**config.mk**
```make
export PLATFORM = sky130hd
export DESIGN_NAME = instr_fetch_sequencer
export DESIGN_NICKNAME = d
export VERILOG_FILES = /design/src/rtl/instr_fetch_sequencer.sv
export SDC_FILE = /design/constraint.sdc
export NUM_CORES = 1
export LEC_CHECK = 0
export CAP_MARGIN = 10
export CELL_PAD_IN_SITES_DETAIL_PLACEMENT = 1
export CELL_PAD_IN_SITES_GLOBAL_PLACEMENT = 2
export CORE_MARGIN = 3
export CORE_UTILIZATION = 30
export CTS_CLUSTER_DIAMETER = 80
export DETAILED_ROUTE_END_ITERATION = 8
export PLACE_DENSITY = 0.85
export SYNTH_ARGS = -nofsm -noshare
export SYNTH_HDL_FRONTEND = slang
export SYNTH_SLANG_ARGS = --single-unit
```
**constraint.sdc**
```tcl
create_clock -name Clock -period 2.2 [get_ports Clock]
set_input_delay 0.22 -clock Clock [delete_from_list [all_inputs] [get_ports Clock]]
set_output_delay 0.22 -clock Clock [all_outputs]
set_load 0.005 [all_outputs]
```
**src/rtl/instr_fetch_sequencer.sv**
```systemverilog
// Fetch/execute sequencer for the CPUSystem datapath: one-hot timing bus,
// two-cycle IR fetch with PC increments, execute hand-off, halt and timeout.
module instr_fetch_sequencer #(
  parameter int          T_W       = 8,
  parameter int          CNT_W     = 16,
  parameter logic [1:0]  PC_SEL    = 2'b00,
  parameter logic [3:0]  PC_REGSEL = 4'b0111
) (
  input  logic             Clock,
  input  logic             Reset,
  input  logic             run,
  input  logic             stall,
  input  logic             exec_done,
  input  logic             halt_req,
  output logic [T_W-1:0]   T,
  output logic             Mem_CS,
  output logic             Mem_WR,
  output logic             IR_Enable,
  output logic             IR_LH,
  output logic [1:0]       IR_Funsel,
  output logic [1:0]       ARF_OutDSel,
  output logic [3:0]       ARF_RegSel,
  output logic [1:0]       ARF_FunSel,
  output logic             opcode_valid,
  output logic             busy,
  output logic             halted,
  output logic             timeout_err,
  output logic [CNT_W-1:0] instr_count
);

  typedef enum logic [2:0] {
    IDLE    = 3'd0,
    FETCH_L = 3'd1,
    FETCH_H = 3'd2,
    EXEC    = 3'd3,
    HALT    = 3'd4
  } state_t;

  localparam logic [T_W-1:0] T_ZERO  = '0;
  localparam logic [T_W-1:0] T_FIRST = {{(T_W-1){1'b0}}, 1'b1};

  state_t state;
  logic   halt_pending;
  logic   fetching;
  logic   fetch_active;

  // Halt requests are latched so that one raised mid-instruction is honoured
  // at the next exec_done boundary; HALT itself is left only through Reset.
  always_ff @(posedge Clock or negedge Reset) begin
    if (!Reset) begin
      state        <= IDLE;
      T            <= T_ZERO;
      instr_count  <= '0;
      timeout_err  <= 1'b0;
      halt_pending <= 1'b0;
    end else begin
      if (halt_req && state != HALT)
        halt_pending <= 1'b1;
      case (state)
        IDLE: begin
          if (halt_req || halt_pending) begin
            state <= HALT;
            T     <= T_ZERO;
          end else if (run) begin
            state <= FETCH_L;
            T     <= T_FIRST;
          end
        end
        FETCH_L: begin
          if (!stall) begin
            state <= FETCH_H;
            T     <= T_FIRST << 1;
          end
        end
        FETCH_H: begin
          if (!stall) begin
            state <= EXEC;
            T     <= T_FIRST << 2;
          end
        end
        EXEC: begin
          if (exec_done) begin
            instr_count <= instr_count + CNT_W'(1);
            if (halt_pending || halt_req) begin
              state <= HALT;
              T     <= T_ZERO;
            end else if (!run) begin
              state <= IDLE;
              T     <= T_ZERO;
            end else begin
              state <= FETCH_L;
              T     <= T_FIRST;
            end
          end else if (T[T_W-1]) begin
            timeout_err <= 1'b1;
            state       <= IDLE;
            T           <= T_ZERO;
          end else begin
            T <= T << 1;
          end
        end
        HALT: begin
          state <= HALT;
          T     <= T_ZERO;
        end
        default: begin
          state <= IDLE;
          T     <= T_ZERO;
        end
      endcase
    end
  end

  assign fetching     = (state == FETCH_L) || (state == FETCH_H);
  assign fetch_active = fetching && !stall;

  // A stalled fetch keeps the memory selected but blocks the IR load and
  // PC increment, so each completed fetch cycle loads and increments once.
  always_comb begin
    Mem_CS       = ~fetching;
    Mem_WR       = 1'b0;
    IR_Enable    = fetch_active;
    IR_LH        = (state == FETCH_H);
    IR_Funsel    = fetching ? 2'b10 : 2'b00;
    ARF_OutDSel  = PC_SEL;
    ARF_RegSel   = fetch_active ? PC_REGSEL : 4'b1111;
    ARF_FunSel   = fetch_active ? 2'b01 : 2'b00;
    opcode_valid = (state == EXEC);
    busy         = (state != IDLE) && (state != HALT);
    halted       = (state == HALT);
  end

endmodule

```
## Word level (Yosys, flattened, before mapping)

Cells that the tools add are included.

- Bits in registers: 29
- Input bits: 6
- Output and inout bits: 42
- Logic and storage cells: 50

- Add/sub/neg operators: 1
- Eq/ne operators: 9
- Mux-type cells: 21
- Bitwise logic cells: 2
- Reductions and logical operators: 12

Operators with widths:

| kind | number |
|---|---|
| $mux W8 | 6 |
| $pmux W8 S4 | 1 |
| $mux W3 | 7 |
| $add A16 B1 Y16 const B | 1 |
| $pmux W3 S5 | 1 |
| $ne A3 B3 Y1 const B | 3 |
| $eq A3 B2 Y1 const B | 2 |
| $reduce_and A3 Y1 | 2 |
| $mux W1 | 4 |
| $mux W4 | 1 |
| $ne A2 B2 Y1 const B | 2 |
| $reduce_and A4 Y1 | 1 |
| $eq A3 B1 Y1 const B | 1 |
| $eq A3 B3 Y1 const B | 1 |
| $logic_and A1 B1 Y1 | 3 |
| $logic_not A3 Y1 | 1 |
| $reduce_bool A3 Y1 | 1 |
| $logic_or A1 B1 Y1 | 2 |
| $mux W2 | 1 |
| $not A1 Y1 | 2 |
| $reduce_and A2 Y1 | 1 |
| $logic_not A1 Y1 | 1 |

## Logic depth before layout (Yosys ltp)

Gate-level depths: netlist (run 1).

- Word-level depth: 4
- Mapped depth: 5
- Mapped depth without buffers: 4

## Worst setup path after synthesis (run 1)

OpenSTA, ideal clock, no wires.

- Kind: register to output
- From: reg state[0]
- To: out ARF_FunSel[0]
- Arrival time: 1.241 ns
- Data required time: 1.980 ns
- Slack: 0.739 ns
- Cell stages (with the launch flop): 6
- Path through: dfrtp_1 buf_2 xnor2_1 or3_1 inv_1 buf_4

- Word-level cells in the longest chain between the ends: 4
- Elaborated cells on any way between the ends: 5
- Those cells by class: 2 x eq/ne; 1 x mux; 2 x reduce/logical

RTL lines:

| item | RTL line | RTL |
|---|---|---|
| from (decl) | 42 | `state_t state;` |
| from (signal assigned) | 51 | `state <= IDLE;` |
| from (signal assigned) | 62 | `state <= HALT;` |
| from (signal assigned) | 65 | `state <= FETCH_L;` |
| $eq A3 B1 Y1 or $eq A3 B2 Y1 (tied branches) | 114 | `assign fetching = (state == FETCH_L) \|\| (state == FETCH_H);` |
| $logic_or A1 B1 Y1 * | 114 |  |
| $logic_and A1 B1 Y1 * | 115 | `assign fetch_active = fetching && !stall;` |
| named net IR_Enable | 18 | `output logic IR_Enable,` |
| $mux W1 * | 127 | `ARF_FunSel = fetch_active ? 2'b01 : 2'b00;` |
| to (decl) | 23 | `output logic [1:0] ARF_FunSel,` |

The timed path passes the listed nets; every way through them passes the cells marked *.

## Worst setup path in the final report (run 1)

- From: reg state[1]
- To: out ARF_FunSel[0]

- Word-level cells in the longest chain between the ends: 4
- Elaborated cells on any way between the ends: 5
- Those cells by class: 2 x eq/ne; 1 x mux; 2 x reduce/logical

RTL lines:

| item | RTL line |
|---|---|
| $eq A3 B1 Y1 or $eq A3 B2 Y1 (tied branches) | 114 |
| $logic_or A1 B1 Y1 * | 114 |
| $logic_and A1 B1 Y1 * | 115 |
| $mux W1 * | 127 |

Mark *: on every way between the ends. The rest lies on a longest branch, timed or not.

==> results of run 1 <==
-- layer usage --
| layer | share of wire, % | vias to the layer above | GRT usage [%] |
|---|---|---|---|
| met5 | 0 | - | 0 |
| met4 | 1.3 | 0 | 4.89 |
| met3 | 5.6 | 6 | 4.73 |
| met2 | 50 | 40 | 22.0 |
| met1 | 43 | 574 | 16.1 |
| li1 | - | 550 | - |
-- what timing repair did --
action,in CTS,in global routing
buffers inserted,0,0
gates resized for setup,0,1
endpoints found under the setup margin,0,2
-- through the flow --
stage / power (mW) / std cells
floorplan: 0.572 / 147
global placement: 0.592 / 241
detailed placement: 0.594 / 241
CTS: 1.17 / 249
global route: 1.20 / 249
finish: 1.15 / 249
-- sequential cells by signal, summed over array words and instances (netlist names) --
signal	flops
instr_count	16
T	8
state	3
halt_pending	1
timeout_err	1
-- critical path, stage by stage, from the launching register on --
cell and delay [ns]:
dfrtp_2 0.50, xnor2_1 0.18, or3_1 0.33, inv_1 0.08, clkdlybuf4s50_1 0.50
-- synthesized netlist by cell type, types with 2 or more instances --
cell type and n:
dfrtp_1 29, xnor2_1 12, buf_4 11, nand2_1 11, nand3_1 9, nor2_1 7
inv_1 6, a22o_1 5, a21oi_1 4, nand4_1 4, o21ai_0 4, xor2_1 4
clkbuf_1 3, and2_1 2, and3_1 2, and3b_1 2, conb_1 2, nor3_1 2
nor3_2 2, nor3b_1 2
-- area by class of cell --
| class | count | area, sq um | share of cell area, % |
|---|---|---|---|
| Sequential cell | 29 | 727 | 35.9 |
| Multi-Input combinational cell | 97 | 648 | 32.0 |
| Timing Repair Buffer | 44 | 428 | 21.2 |
| Clock buffer | 7 | 86.3 | 4.27 |
| Tap cell | 65 | 81.3 | 4.02 |
| Clock inverter | 1 | 30.0 | 1.48 |
| Inverter | 6 | 22.5 | 1.11 |
-- power breakdown --
| group | total [mW] | switching (mW) | internal (mW) |
|---|---|---|---|
| Combinational | 0.0420 | 0.0249 | 0.0172 |
| Sequential | 0.541 | 0.00402 | 0.537 |
| Clock | 0.568 | 0.200 | 0.369 |
-- cells by family (layout without fill, tap and decap cells) --
group,count (synthesis),in the layout,synth area share (%)
multiplexers,2,2,1.44
AO/OA/AOI/OAI,20,20,10.1
other,2,8,0.510
buffers and inverters,21,58,8.24
flip-flops,29,29,49.3
adder cells (fa/ha/maj),1,1,0.849
AND/OR/NAND/NOR,50,50,20.1
XOR/XNOR,16,16,9.52
-- final timing paths --
check | startpoint | to | slack, ns
worst max-delay path | state[1] | ARF_FunSel[0] | 0.11
worst min-delay path | Reset | T[6] | 0.32
worst max register to register | state[2] | instr_count[15] | 0.55
worst min register to register | instr_count[15] | instr_count[15] | 0.48
max in group asynchronous | Reset | state[1] | 1.58
min in group Clock | instr_count[15] | instr_count[15] | 0.48
==> flow_metrics.env, run 1 <==
export IMPL_outcome="finished clean"
export IMPL_drv_cap=0
export IMPL_grt_pass1_vias=1211
export IMPL_drive_above_1_share_pct=10.9
export IMPL_row_count=24
export IMPL_numPortBuffers=39
export IMPL_synth_area_per_cell_sq_um=10.4
export IMPL_worstPathMaxFanout=15
export IMPL_antenna_cells=0
export IMPL_firstDrtPassIters=4
export IMPL_drc=0
export IMPL_place_ws_ns=0.244
export IMPL_place_area_sq_um=1910
export IMPL_crit_type="reg -> out"
export IMPL_cts_hold_buf=0
export IMPL_fin_skew_ns=0.00649
export IMPL_ys_ff_latch=29
export IMPL_post_drt_wl_per_cell_um=14.8
export IMPL_ant_nets=0
export IMPL_die_h_um=76.1
export IMPL_hold_slack_ns=0.319
export IMPL_initial_core_util_pct=32.5
export IMPL_antenna_found_initial=0
export IMPL_min_period_ns=2.09
export IMPL_reg2reg_depth=4
export IMPL_hold_viol_final=0
export IMPL_final_setup_tns_ns=0
export IMPL_fmax_ghz=0.479
export IMPL_path_clk_slew_ns=0.07
export IMPL_synth_edff_count=0
export IMPL_dr_first_iter_drc_count=58
export IMPL_synth_area_leaders="dfrtp_1 49%, xnor2_1 7.1%, buf_4 5.6%, nand3_1 3.1%, a22o_1 3.0%"
export IMPL_slew_violations=0
export IMPL_leakage_nw=0.886
export IMPL_dp_hpwl_um=2850
export IMPL_cp_required_ns=1.98
export IMPL_setup_ws_ns=0.114
export IMPL_clock_sinks=29
export IMPL_grt_max_degree=30
export IMPL_synth_top_area_share_pct=49.3
export IMPL_cts_tree="built"
export IMPL_place_gp_congestion=0.796
export IMPL_die_area_sq_um=5790
export IMPL_nFillCells=517
export IMPL_synthFlopType="dfrtp_1"
export IMPL_ir_worst_vdd_mv=0.317
export IMPL_core_sq_um=4530
export IMPL_vias_per_cell=4.70
export IMPL_synthArstFlopShare_pct=100
export IMPL_power_density_nw_per_um2=569
export IMPL_grt_usage_pct=13.4
export IMPL_htreeDepth=2
export IMPL_cp_start_kind="register"
export IMPL_yosys_area_top_type="dfrtp_1"
export IMPL_grt_pass1_wl_um=6150
export IMPL_fin_area_sq_um=2020
export IMPL_area_delta_synth_final_pct=37.4
export IMPL_vias=1170
export IMPL_io_pins=48
export IMPL_post_route_period_util_pct=94.8
export IMPL_fin_util_pct=44.6
export IMPL_wirelength_um=3670
export IMPL_grt_ovfl_total=0
export IMPL_cts_made_buffers=5
export IMPL_layout_common_cells="39 x clkdlybuf4s50_1, 28 x dfrtp_1, 12 x xnor2_1"
export IMPL_rsz0062_at_grt="no"
export IMPL_dieWidth_um=76.1
export IMPL_arrival_ns=1.87
export IMPL_fin_nets=190
export IMPL_seq_area_frac_synth_pct=49.3
export IMPL_clock_latency_ns=0.28
export IMPL_netlist_area_sq_um=1470
export IMPL_clockRootBuffer="clkbuf_8"
export IMPL_setup_viol=0
export IMPL_synth_cells=141
export IMPL_netlist_cell_type_count=38
export IMPL_min_path_type="in -> async"
export IMPL_ys_warn_count=0
export IMPL_worstSetupEndpointType="primary output"
export IMPL_clk_path_buf_depth=2
export IMPL_final_common_cell="clkdlybuf4s50_1"
No activity file was read; power rests on OpenSTA's default activity.
==> run 2, diff against run 1 <==
--- a/config.mk
+++ b/config.mk
@@ -5,7 +5,6 @@
 export SDC_FILE = /design/constraint.sdc
 export NUM_CORES = 1
 export LEC_CHECK = 0
-export CAP_MARGIN = 10
 export CELL_PAD_IN_SITES_DETAIL_PLACEMENT = 1
 export CELL_PAD_IN_SITES_GLOBAL_PLACEMENT = 2
 export CORE_MARGIN = 3
==> results of run 2 <==
The final DEF is identical to that of run 1; final timing and power are the same.
==> run 3, diff against run 2 <==
--- a/config.mk
+++ b/config.mk
@@ -15,3 +15,4 @@
 export SYNTH_ARGS = -nofsm -noshare
 export SYNTH_HDL_FRONTEND = slang
 export SYNTH_SLANG_ARGS = --single-unit
+export TNS_END_PERCENT = 50
==> results of run 3 <==
The final DEF is identical to that of run 1; final timing and power are the same.
